<file path="config.mk">
export PLATFORM = sky130hd
export DESIGN_NAME = hdmi_rx_timing_meter
export DESIGN_NICKNAME = d
export VERILOG_FILES = /design/src/rtl/hdmi_rx_timing_meter.sv
export SDC_FILE = /design/constraint.sdc
export NUM_CORES = 1
export LEC_CHECK = 0
export CAP_MARGIN = 20
export CORE_ASPECT_RATIO = 1.1
export CORE_MARGIN = 2
export CORE_UTILIZATION = 35
export DETAILED_ROUTE_END_ITERATION = 8
export SLEW_MARGIN = 25
export SYNTH_ARGS = -nofsm -noshare
export SYNTH_HDL_FRONTEND = slang
export SYNTH_SLANG_ARGS = --single-unit
</file>
<file path="constraint.sdc">
create_clock -name hdmi_pclk_i -period 3.7 [get_ports hdmi_pclk_i]
set_input_delay 0.37 -clock hdmi_pclk_i [delete_from_list [all_inputs] [get_ports hdmi_pclk_i]]
set_output_delay 0.37 -clock hdmi_pclk_i [all_outputs]
set_load 0.005 [all_outputs]
</file>
<file path="src/rtl/hdmi_rx_timing_meter.sv">
// Measures ADV7611 video timing in the pixel clock domain: line/frame totals, active sizes,
// lock detection over consecutive identical frames, and a VS-timeout no-signal flag.
module hdmi_rx_timing_meter #(
  parameter int unsigned CNT_W        = 12,
  parameter bit          HS_POL       = 1'b1,
  parameter bit          VS_POL       = 1'b1,
  parameter int unsigned LOCK_FRAMES  = 2,
  parameter int unsigned TIMEOUT_CLKS = 2000000
) (
  input  logic             hdmi_pclk_i,
  input  logic             reset,
  input  logic             hdmi_hs_i,
  input  logic             hdmi_vs_i,
  input  logic             hdmi_de_i,
  output logic [CNT_W-1:0] h_total_o,
  output logic [CNT_W-1:0] h_active_o,
  output logic [CNT_W-1:0] v_total_o,
  output logic [CNT_W-1:0] v_active_o,
  output logic             frame_done_o,
  output logic             locked_o,
  output logic             no_signal_o
);

  typedef logic [CNT_W-1:0] cnt_t;

  localparam logic [3:0]  LockFrames  = 4'(LOCK_FRAMES);
  localparam logic [31:0] TimeoutClks = 32'(TIMEOUT_CLKS);

  function automatic cnt_t sat_inc(input cnt_t v);
    return (&v) ? v : v + cnt_t'(1);
  endfunction

  logic        hs1_q, vs1_q, de1_q, hs2_q, vs2_q, de2_q;
  logic        hs1_d, vs1_d, de1_d, hs2_d, vs2_d, de2_d;
  cnt_t        hcnt_q, hcnt_d, run_q, run_d, vcnt_q, vcnt_d;
  cnt_t        h_total_cur_q, h_total_cur_d, h_active_cur_q, h_active_cur_d;
  cnt_t        v_active_cur_q, v_active_cur_d;
  cnt_t        h_total_q, h_total_d, h_active_q, h_active_d;
  cnt_t        v_total_q, v_total_d, v_active_q, v_active_d;
  logic        frame_done_q, frame_done_d, locked_q, locked_d, no_signal_q, no_signal_d;
  logic        armed_q, armed_d;
  logic [3:0]  match_q, match_d;
  logic [31:0] tcnt_q, tcnt_d;

  logic hs_rise, vs_rise, de_rise, de_fall, same_tuple;
  cnt_t pub_ht, pub_ha, pub_vt, pub_va;

  assign hs_rise = hs1_q & ~hs2_q;
  assign vs_rise = vs1_q & ~vs2_q;
  assign de_rise = de1_q & ~de2_q;
  assign de_fall = ~de1_q & de2_q;

  // A DE line ending in the same cycle as VS still belongs to the closing frame.
  assign pub_ht = h_total_cur_q;
  assign pub_ha = de_fall ? run_q : h_active_cur_q;
  assign pub_va = de_fall ? sat_inc(v_active_cur_q) : v_active_cur_q;
  // vcnt holds the index of the last line; the frame has one more line than that.
  assign pub_vt = sat_inc(vcnt_q);

  assign same_tuple = (pub_ht == h_total_q) && (pub_ha == h_active_q) &&
                      (pub_vt == v_total_q) && (pub_va == v_active_q);

  always_comb begin
    hs1_d          = hdmi_hs_i ^ ~HS_POL;
    vs1_d          = hdmi_vs_i ^ ~VS_POL;
    de1_d          = hdmi_de_i;
    hs2_d          = hs1_q;
    vs2_d          = vs1_q;
    de2_d          = de1_q;
    hcnt_d         = sat_inc(hcnt_q);
    run_d          = run_q;
    vcnt_d         = vcnt_q;
    h_total_cur_d  = h_total_cur_q;
    h_active_cur_d = h_active_cur_q;
    v_active_cur_d = v_active_cur_q;
    h_total_d      = h_total_q;
    h_active_d     = h_active_q;
    v_total_d      = v_total_q;
    v_active_d     = v_active_q;
    frame_done_d   = 1'b0;
    locked_d       = locked_q;
    no_signal_d    = no_signal_q;
    armed_d        = armed_q;
    match_d        = match_q;
    tcnt_d         = (tcnt_q == TimeoutClks) ? tcnt_q : tcnt_q + 32'd1;

    if (hs_rise) begin
      h_total_cur_d = sat_inc(hcnt_q);
      hcnt_d        = '0;
      vcnt_d        = sat_inc(vcnt_q);
    end

    if (de_rise) begin
      run_d = cnt_t'(1);
    end else if (de1_q) begin
      run_d = sat_inc(run_q);
    end

    if (de_fall) begin
      h_active_cur_d = run_q;
      v_active_cur_d = sat_inc(v_active_cur_q);
    end

    if (vs_rise) begin
      tcnt_d         = '0;
      no_signal_d    = 1'b0;
      armed_d        = 1'b1;
      vcnt_d         = '0;
      h_active_cur_d = '0;
      v_active_cur_d = '0;
      if (armed_q) begin
        h_total_d    = pub_ht;
        h_active_d   = pub_ha;
        v_total_d    = pub_vt;
        v_active_d   = pub_va;
        frame_done_d = 1'b1;
        if (same_tuple) begin
          match_d  = (match_q == LockFrames) ? match_q : match_q + 4'd1;
          locked_d = (match_d == LockFrames);
        end else begin
          match_d  = '0;
          locked_d = 1'b0;
        end
      end
    end else if (tcnt_d == TimeoutClks) begin
      no_signal_d = 1'b1;
      locked_d    = 1'b0;
      h_total_d   = '0;
      h_active_d  = '0;
      v_total_d   = '0;
      v_active_d  = '0;
      match_d     = '0;
      armed_d     = 1'b0;
    end
  end

  always_ff @(posedge hdmi_pclk_i) begin
    if (reset) begin
      {hs1_q, vs1_q, de1_q, hs2_q, vs2_q, de2_q} <= '0;
      hcnt_q         <= '0;
      run_q          <= '0;
      vcnt_q         <= '0;
      h_total_cur_q  <= '0;
      h_active_cur_q <= '0;
      v_active_cur_q <= '0;
      h_total_q      <= '0;
      h_active_q     <= '0;
      v_total_q      <= '0;
      v_active_q     <= '0;
      frame_done_q   <= 1'b0;
      locked_q       <= 1'b0;
      no_signal_q    <= 1'b0;
      armed_q        <= 1'b0;
      match_q        <= '0;
      tcnt_q         <= '0;
    end else begin
      {hs1_q, vs1_q, de1_q} <= {hs1_d, vs1_d, de1_d};
      {hs2_q, vs2_q, de2_q} <= {hs2_d, vs2_d, de2_d};
      hcnt_q         <= hcnt_d;
      run_q          <= run_d;
      vcnt_q         <= vcnt_d;
      h_total_cur_q  <= h_total_cur_d;
      h_active_cur_q <= h_active_cur_d;
      v_active_cur_q <= v_active_cur_d;
      h_total_q      <= h_total_d;
      h_active_q     <= h_active_d;
      v_total_q      <= v_total_d;
      v_active_q     <= v_active_d;
      frame_done_q   <= frame_done_d;
      locked_q       <= locked_d;
      no_signal_q    <= no_signal_d;
      armed_q        <= armed_d;
      match_q        <= match_d;
      tcnt_q         <= tcnt_d;
    end
  end

  assign h_total_o    = h_total_q;
  assign h_active_o   = h_active_q;
  assign v_total_o    = v_total_q;
  assign v_active_o   = v_active_q;
  assign frame_done_o = frame_done_q;
  assign locked_o     = locked_q;
  assign no_signal_o  = no_signal_q;

endmodule

</file>
==> summary.txt, run 1 <==
Pwr
  – Clk pwr share: 0.480
  – Comb power frac: 0.045
  – Leak Pwr: 0.00352 uW
  – Register share of total power: 0.475
  – Switch Pwr: 1040 uW
  – Switching part of the total: 0.270
  – Internal power: between 2000 and 3000 uW
  – PwrDens: 389 mW/mm^2
  – Worst vdd ir: 0.312 mV

Hold path
  – Min-delay worst type: flip-flop to flip-flop
  – Hold_sp: hs1_q

Floorplan
  – Die Ht: 166 microns
  – Core area: 0.0235 sq mm
  – Initial core utilization: 0.355
  – Number of core rows: 59
  – Die W: 151 microns
  – Ports: 56
  – Die area: ~0.025 sq mm

Finish
  – Fillers: approximately 2,400
  – Layout Nets: around 1,000
  – Layout cell share with drive strength beyond 1: 0.0716
  – Ant diodes: 0
  – Multi-input logic area: 0.00469 sq mm
  – Register area: around 0.0033 sq mm
  – Syn-to-layout area delta: 18.1%

Critical path
  – WP data arrival: roughly 3.9 ns
  – Nature of the critical path startpoint: flip-flop
  – Worst setup path start: tcnt_q[6]
  – Critical Path RT: ~4.0 ns
  – Crit end category: flip-flop
  – Crit path max fanout: 42
  – Critical setup path kind: flip-flop to flip-flop
  – Worst R2R Start: tcnt_q[6]

Placement
  – Gpl congestion: 0.916
  – Hpwl dp: 16,000 microns
  – Port Buffers: 55

Synthesis
  – Register area share after synthesis: 0.397
  – Number of synthesis warnings: 0
  – Netlist cell types: 73
  – Synthesized area per cell: 8.52 sq um
  – Cell count after synthesis: 982
  – Synth Flop Type: dfxtp_1
  – Synth top area cells: dfxtp_1, nor2_1, xnor2_1, xor2_1, nand3_1
  – Synth Cell Area: 0.00837 sq mm
  – Post-synth EDFFs: 0
  – Post-synth top area cell: dfxtp_1
  – Top cell type's share of synthesized area: 0.397
  – Most frequent cells after synthesis: dfxtp_1, nor2_1, xnor2_1
  – #FFs+latches synth: 166
  – Syn Nets: 995
  – Asr flop ratio synth: 0
  – Count leader, synth: dfxtp_1

Timing
  – Slew Limit Fails: 0
  – Period utilization: 0.958
  – Final Hold Viols: 0
  – RSZ-0062 raised after global routing: no
  – Setup TNS: 0 ns
  – Setup violators final: 0
  – Final Skew: 0.0177 ns
  – Max Fclk: 282 MHz
  – Tmin final: 3.55 ns
  – Worst-Margin Slew: 0.881 ns
  – Hold Slack: 0.484 ns
  – Worst rel slew slack: 0.408

Route
  – TritonRoute pass-1 iters: 5
  – Antenna Nets Post-Route: 0
  – DRC: 0
  – Iter 0 DRT Violations: 419
  – Wirelength per Cell: 16.7 microns
  – WL final: 22,300 microns
  – Vias per cell: 5.44
  – Via Count: 7,278

Job
  – Max-cap viol count: 0

Run status
  – Outcome: finished clean

CTS
  – H-tree levels: 4
  – Post-CTS Hold Buffers: 0
  – CTS tree: yes
  – Sink Count: 166
  – Cts bufs inserted: 17
  – Clock Tree Buf Depth: 2
  – Skew-Pair Late Insertion Delay: 0.44 ns
  – Clock root cell: clkbuf_16
  – Clock slew at reported path FFs: 0.08 ns

Global route
  – Total congestion overflow: 0
  – Largest net degree at the start of global routing: 43
  – First-pass GRT wire length: 36,100 microns
  – Vias in the first global route: 6,856
  – Initial antenna violation count: 0
  – Gr usage total: 0.179
per-stage QoR:
stage | utilization | total power, uW | instances | cell area, sq um | worst slack (ns)
5_1_grt | 0.420 | 3970 | 1338 | 9880 | 0.00494
2_1_floorplan | - | 1980 | 982 | 8370 | 0.395
3_5_place_dp | 0.392 | 2040 | 1304 | 9230 | 0.159
6_report | 0.420 | 3840 | 1338 | 9880 | 0.154
4_1_cts | 0.419 | 3880 | 1336 | 9860 | 0.119
3_3_place_gp | 0.392 | 2040 | 1304 | 9230 | 0.201
logic make-up after synthesis:
family,after synthesis,share of synthesized area
simple gates,419,0.263
mux,17,0.0203
compound gates,177,0.153
fa+ha+maj,8,0.0120
xor+xnor,105,0.110
buf+inv,90,0.0441
flops,166,0.397
routing by layer:
layer,GRT usage,up-vias,part of all wire
met3,0.0286,29,0.037
li1,-,3602,-
met4,0.0451,0,0.014
met2,0.304,164,0.49
met5,0,-,0
met1,0.236,3483,0.46
worst max-delay path, cell delays in order, from the launching register on:
cell     delay [ns]
dfxtp_1        0.48
nand4_2        0.33
nor4_4         0.59
xnor2_1        0.20
a31oi_1        0.14
or4b_1         0.52
or4_4          0.47
and2_2         0.23
buf_12         0.19
a22o_1         0.25
area by class of cell:
class / count / share of cell area
sequential: 166 / 0.336
inverter: 28 / 0.0106
clock inverter: 15 / 0.0201
timing repair buffer: 81 / 0.0767
tap: 305 / 0.0386
multi-input combinational: 726 / 0.475
clock buffer: 17 / 0.0430
registers in the layout, indices dropped and copies added, names as in the netlist, 4 cells and up:
register,flops
tcnt_q,32
h_active_cur_q,12
h_active_o,12
h_total_cur_q,12
h_total_o,12
hcnt_q,12
run_q,12
v_active_cur_q,12
v_active_o,12
v_total_o,12
vcnt_q,12
match_q,4
final timing paths:
path	end	slack (ns)	depth (start not counted)
worst min-delay path	hs2_q	0.48	1
worst max register to register	v_active_o[6]	0.15	9
worst max-delay path	v_active_o[6]	0.15	9
worst min register to register	hs2_q	0.48	1
power by group through the flow:
stage | logic (uW) | clock network, uW | registers, uW
after floorplan | 118 | 0 | 1860
after global placement | 172 | 0 | 1860
after detailed placement | 173 | 0 | 1870
after CTS | 174 | 1890 | 1820
after global routing | 190 | 1960 | 1830
final | 172 | 1840 | 1820
cells in the final DEF, fill, tap and decap left out, types with 7 or more instances in the layout:
master           count
a211oi_1            10
a21oi_1             39
a22o_1              18
a31oi_1             11
and2_1              11
and3_1              17
and4_1               9
buf_4               25
clkbuf_16           17
clkdlybuf4s50_1     55
dfxtp_1            166
ha_1                 8
inv_1               28
mux2i_1             17
nand2_1             49
nand2b_1            11
nand3_1             53
nand4_1             33
nor2_1             140
nor2b_1             17
nor3_1              18
nor4_1              19
o21ai_0             17
o22ai_1              7
o2bb2ai_1           25
xnor2_1             56
xor2_1              49
repair_timing:
item	in CTS	in global routing
setup buffers	0	2
setup endpoints to repair	0	31
gates resized for setup	0	1
(Power assumes the default switching activity.)
==> run 2: changes to the inputs <==
Settings changed: PLACE_DENSITY set to 0.5.
==> run 2 against run 1 <==
  * Non-clock buffer count increased by 9
  * Utilization increased by 0.16 points
  * Clock power about the same
  * Critical endpoint is now v_total_o[2]
  * Sequential power about the same
  * Sequential share of layout area decreased by 0.13 points
  * Fmax increased by 1.8%
  * Global-route usage increased by 1.4 points
  * Flip-flop and latch count unchanged
  * Worst hold slack got worse by 0.0047 ns
  * Via count decreased by 0.65%
==> summary.txt, run 2 (same netlist as run 1, synthesis figures left out) <==
Route
  – WL final: 23,500 microns (+5.3%)
  – Wirelength per Cell: 17.4 microns (+4.5%)
  – Iter 0 DRT Violations: 326 (-22%)
  – DRC: 0 (unchanged)
  – Vias per cell: 5.37 (-1.3%)
  – TritonRoute pass-1 iters: 6 (+1)
  – Via Count: 7,231 (-0.65%)
  – Antenna Nets Post-Route: 0 (unchanged)

Floorplan
  – Ports: 56 (unchanged)
  – Die Ht: 166 microns (unchanged)
  – Core area: 0.0235 sq mm (unchanged)
  – Die W: 151 microns (unchanged)
  – Initial core utilization: 0.355 (unchanged)
  – Die area: 0.0252 sq mm (unchanged)
  – Number of core rows: 59 (unchanged)

Finish
  – Most frequent cells in the layout: dfxtp_1, nor2_1, xnor2_1, clkdlybuf4s50_1, nand3_1
  – Final core utilization: 0.421 (+0.00165)
  – Most flop-heavy register: tcnt_q
  – Layout Nets: 1,042 (+0.87%)
  – Syn-to-layout area delta: 18.6%
  – Layout cell share with drive strength beyond 1: 0.0797 (+0.00802)
  – Most common cell after layout, fill and taps aside: dfxtp_1
  – Multi-input logic area: 0.00468 sq mm (-0.16%)
  – Fillers: 2,373 (-0.13%)
  – Ant diodes: 0 (unchanged)
  – Max reg flops: 32 (unchanged)
  – Register area: 0.00332 sq mm (unchanged)

Timing
  – Period utilization: 0.941 (-0.0172)
  – Setup TNS: 0 ns (unchanged)
  – Final Hold Viols: 0 (unchanged)
  – Max Fclk: 287 MHz (+1.8%)
  – Tmin final: 3.48 ns (-0.0635 ns)
  – Final Skew: 0.0131 ns (-0.00459 ns)
  – Slew Limit Fails: 0 (unchanged)
  – Worst-Margin Slew: 0.961 ns (+0.0803 ns)
  – Worst rel slew slack: 0.354 (-0.0545)
  – RSZ-0062 raised after global routing: no
  – Setup violators final: 0 (unchanged)

Job
  – Max-cap viol count: 0 (unchanged)

Global route
  – Initial antenna violation count: 0 (unchanged)
  – Total congestion overflow: 0 (unchanged)
  – Gr usage total: 0.193 (+0.0140)
  – Vias in the first global route: 7,034 (+2.6%)
  – First-pass GRT wire length: 38,200 microns (+5.9%)
  – Largest net degree at the start of global routing: 31 (-28%)

Critical path
  – Nature of the critical path startpoint: flip-flop
  – Critical setup path kind: flip-flop to flip-flop
  – Worst Path Buf+Inv: 2 (+1)
  – CP Cell Sequence: inv_1, nor3_2, and3_1, a2bb2o_1, a2111o_1, or4_4, and2_2, buf_12, a22o_1
  – Crit path max fanout: 30 (-29%)
  – Crit-path slowest cell: or4_4
  – Critical Path RT: 4.03 ns (about the same)
  – Crit end category: flip-flop
  – Top delay family on crit path: simple AND/OR/NAND/NOR gates
  – Worst stage delay on the critical path: 0.57 ns (-0.02 ns)
  – WP data arrival: 3.81 ns (-0.05 ns)

CTS
  – Sink Count: 166 (unchanged)
  – Clock slew at reported path FFs: 0.07 ns (about the same)
  – Clock root cell: clkbuf_16
  – Cts bufs inserted: 17 (unchanged)
  – Skew-Pair Late Insertion Delay: 0.44 ns (about the same)
  – Clock Tree Buf Depth: 2 (unchanged)
  – H-tree levels: 4 (unchanged)
  – CTS tree: yes
  – Post-CTS Hold Buffers: 0 (unchanged)

Pwr
  – PwrDens: 385 mW/mm^2 (-0.82%)
  – Leak Pwr: 0.00354 uW (+0.48%)
  – Worst vdd ir: 0.262 mV (-16%)

Placement
  – Port Buffers: 55 (unchanged)
  – Gpl congestion: 0.894 (-2.3%)
  – Hpwl dp: 17,300 microns (+7.9%)

Run status
  – Outcome: finished clean

Hold path
  – Min-delay worst type: flip-flop to flip-flop
run 2: cell types whose count changed in the layout (fill, tap and decap cells not counted), moves of 2 or more:
| cell | before | now |
|---|---|---|
| inv_6 | 1 | 7 |
| inv_8 | 6 | 4 |
| buf_4 | 25 | 34 |
| inv_12 | 2 | 0 |
| clkinv_8 | 5 | 2 |
run 2: routing by layer:
layer  GRT usage  routed length, microns  vias up
met5           0                       0        -
met4      0.0723                     666        0
met3      0.0352                     842       39
met2       0.321                   11500      146
met1       0.247                   10500     3425
li1            -                       -     3621
run 2: area by class of cell:
| type | count | area share |
|---|---|---|
| Multi-Input combinational cell | 726 | 0.472 |
| Sequential cell | 166 | 0.335 |
| Timing Repair Buffer | 90 | 0.0832 |
| Clock buffer | 17 | 0.0429 |
| Tap cell | 305 | 0.0385 |
| Clock inverter | 15 | 0.0179 |
| Inverter | 28 | 0.0106 |
run 2: final timing paths:
kind / from / to / slack (ns) / cells past startpoint
max reg2reg: tcnt_q[4] / v_total_o[2] / 0.22 / 9
max: tcnt_q[4] / v_total_o[2] / 0.22 / 9
min: hs1_q / hs2_q / 0.48 / 1
min reg2reg: hs1_q / hs2_q / 0.48 / 1
run 2: stage by stage:
stage                     hold WS [ns]  instances  total power (uW)  instance area, sq um  setup slack [ns]
final                            0.480       1347              3820                  9920             0.218
after global routing             0.487       1347              3970                  9920           0.00755
after CTS                        0.480       1347              3880                  9920             0.180
after detailed placement         0.464       1315              2040                  9310             0.215
after global placement           0.450       1315              2040                  9310             0.243
after floorplan                  0.453        982              1980                  8370             0.395
run 2: what timing repair did:
item | CTS | global route
setup endpoints to repair | 0 | 19
gates resized for setup | 0 | 2
buffers inserted | 0 | 0
run 2: power by group:
part,total [uW],switching [uW],internal (uW)
logic,173,110,62.1
clock network,1830,853,973
registers,1820,20.0,1800
total,3820,983,2840
run 2: worst register-to-register path, stage by stage (launching register included):
cell and delay, ns:
dfxtp_1 0.55, inv_1 0.21, nor3_2 0.48, and3_1 0.23, a2bb2o_1 0.28, a2111o_1 0.38, or4_4 0.57, and2_2 0.25
buf_12 0.17, a22o_1 0.26
==> run 3: changes to the inputs <==
Settings changed: SKIP_LAST_GASP set to 1.
Clock period 3.7 ns to 4.4 ns, I/O delays scaled along.
==> run 3 against run 2 <==
  * Wire length down 1.9%
  * Count of clock-buffer cells in the layout unchanged
  * Register-to-register slack better by 0.34 ns
  * Via count down 1.6%
  * Sequential power down 15%
  * Critical path depth up 1
  * Global-route usage down 0.51 points
==> summary.txt, run 3 (same netlist as run 1, synthesis figures left out) <==
Critical path
  – Worst stage delay on the critical path: 0.53 ns (-0.04 ns)
  – Worst R2R Start: tcnt_q[1]
  – Nature of the critical path startpoint: flip-flop
  – Top delay family on crit path: simple AND/OR/NAND/NOR gates
  – Critical Path RT: 4.72 ns (+0.69 ns)
  – R2R setup slack: 0.56 ns (+0.34 ns)
  – CP Cell Sequence: ha_1, nand4_4, nor4_4, buf_4, and3_1, a31oi_1, or4b_1, or4_4, and2_2, a22o_1
  – FF-to-FF End: v_active_o[2]
  – Worst reg2reg path depth: 10 (+1)
  – Crit path max fanout: 42 (+40%)
  – Worst Path Buf+Inv: 1 (-1)
  – Crit-path slowest cell: and2_2
  – Crit end category: flip-flop
  – Critical setup path kind: flip-flop to flip-flop
  – WP data arrival: 4.16 ns (+0.35 ns)

Finish
  – Most common cell after layout, fill and taps aside: dfxtp_1
  – Final core utilization: 0.415 (-0.00638)
  – Max reg flops: 32 (unchanged)
  – Post-Layout Cell Count: 1,325 (-1.6%)
  – Layout cell share with drive strength beyond 1: 0.0598 (-0.0199)
  – Multi-input logic area: 0.00468 sq mm (about the same)
  – Most frequent cells in the layout: dfxtp_1, nor2_1, xnor2_1, clkdlybuf4s50_1, nand3_1
  – Register area: 0.00332 sq mm (unchanged)
  – Layout Nets: 1,020 (-2.1%)
  – Most flop-heavy register: tcnt_q
  – Fillers: 2,376 (+0.13%)
  – Ant diodes: 0 (unchanged)
  – Syn-to-layout area delta: 16.8%

Pwr
  – Switch Pwr: 860 uW (-13%)
  – Comb power frac: 0.043 (-0.002)
  – Register share of total power: 0.479 (+0.002)
  – Clk pwr share: 0.478 (about the same)
  – Total power draw: 3210 uW (-16%)
  – Switching part of the total: 0.268 (+0.0108)
  – Leak Pwr: 0.00344 uW (-3.0%)
  – Worst vdd ir: 0.238 mV (-9.0%)
  – PwrDens: 328 mW/mm^2 (-15%)
  – Internal power: 2350 uW (-17%)

Global route
  – Total congestion overflow: 0 (unchanged)
  – Initial antenna violation count: 0 (unchanged)
  – Gr usage total: 0.188 (-0.00510)
  – Vias in the first global route: 6,900 (-1.9%)
  – Largest net degree at the start of global routing: 43 (+39%)
  – First-pass GRT wire length: 37,200 microns (-2.5%)

Timing
  – Hold Slack: 0.475 ns (-0.00485 ns)
  – Final Skew: 0.0161 ns (+0.00290 ns)
  – RSZ-0062 raised after global routing: no
  – Setup TNS: 0 ns (unchanged)
  – Setup violators final: 0 (unchanged)
  – Tmin final: 3.84 ns (+0.361 ns)
  – Final Hold Viols: 0 (unchanged)
  – Worst rel slew slack: 0.347 (-0.00684)
  – Max Fclk: 260 MHz (-9.4%)
  – Worst-Margin Slew: 0.980 ns (+0.0185 ns)
  – Slew Limit Fails: 0 (unchanged)
  – Period utilization: 0.873 (-0.0677)

CTS
  – CTS tree: yes
  – Post-CTS Resized: 0 (unchanged)
  – Skew-Pair Late Insertion Delay: 0.44 ns (about the same)
  – Cts bufs inserted: 17 (unchanged)
  – Sink Count: 166 (unchanged)
  – Clock Tree Buf Depth: 2 (unchanged)
  – Clock root cell: clkbuf_16
  – Post-CTS Hold Buffers: 0 (unchanged)
  – Setup repair bufs after CTS: 0 (unchanged)
  – Clock slew at reported path FFs: 0.07 ns (about the same)
  – H-tree levels: 4 (unchanged)

Route
  – Iter 0 DRT Violations: 357 (+9.5%)
  – Routed wl met2: 11,400 microns (-0.97%)
  – Vias per cell: 5.37 (about the same)
  – TritonRoute pass-1 iters: 4 (-2)
  – Met3 WL post-DR: 754 microns (-10%)
  – DR top layer: met4
  – DRC: 0 (unchanged)
  – Wirelength per Cell: 17.4 microns (-0.29%)
  – WL final: 23,100 microns (-1.9%)
  – Via Count: 7,113 (-1.6%)
  – Met1 wire length: 10,400 microns (-0.77%)
  – Antenna Nets Post-Route: 0 (unchanged)

Hold path
  – Min-delay worst type: flip-flop to flip-flop
  – Hold_sp: no_signal_o
  – WHS Path Cells: 2 (+1)
  – Worst hold endpoint: no_signal_o

Placement
  – Placed cells: 1,293 (-1.7%)
  – Gpl congestion: 0.853 (-4.6%)
  – Port Buffers: 55 (unchanged)
  – Hpwl dp: 16,800 microns (-2.6%)

Floorplan
  – Core area: 0.0235 sq mm (unchanged)
  – Die area: 0.0252 sq mm (unchanged)
  – Die W: 151 microns (unchanged)
  – Initial core utilization: 0.355 (unchanged)
  – Ports: 56 (unchanged)
  – Die Ht: 166 microns (unchanged)
  – Number of core rows: 59 (unchanged)

Run status
  – Outcome: finished clean

Job
  – Max-cap viol count: 0 (unchanged)
[run 3: changes by cell type in the layout (fill, tap and decap cells not counted), moves of 2 or more]
cell / delta
buf_4: -22
clkinv_8: +3
inv_12: +2
inv_6: -3
[run 3: layer usage]
layer,up-vias,GRT usage
met5,-,0
met4,0,0.0626
met3,31,0.0288
met2,146,0.323
met1,3363,0.238
li1,3573,-
[run 3: how the worst max path moves through the flow]
stage | from | end | depth (start not counted)
finish | tcnt_q[1] | v_active_o[2] | 10
global route | tcnt_q[1] | v_active_o[6] | 10
CTS | tcnt_q[1] | v_active_o[2] | 10
detailed placement | tcnt_q[1] | v_active_o[6] | 10
global placement | tcnt_q[1] | v_total_o[2] | 10
floorplan | tcnt_q[1] | v_active_o[6] | 11
[run 3: power by group through the flow]
stage / sequential [uW] / combinational (uW) / clock [uW]
final: 1540 / 139 / 1530
after global routing: 1540 / 155 / 1630
after CTS: 1540 / 142 / 1570
after detailed placement: 1570 / 141 / 0
after global placement: 1570 / 141 / 0
after floorplan: 1560 / 98.9 / 0
[run 3: layout make-up]
class	count	area share
sequential	166	0.340
tap	305	0.0391
timing repair buffer	68	0.0676
clock inverter	15	0.0196
inverter	28	0.0108
multi-input combinational	726	0.479
clock buffer	17	0.0435
[run 3: worst min-delay path: cells and delay by family (launching register included)]
kind / cells / cell delay (ns)
AOI/OAI and AO/OA: 1 / 0.04
and+or+nand+nor: 1 / 0.07
DFF: 1 / 0.33
[run 3: per-stage QoR]
stage	setup WS, ns	area, sq um
floorplan	1.09	8370
global placement	0.649	9150
detailed placement	0.585	9150
CTS	0.545	9770
global route	0.308	9770
finish	0.557	9770
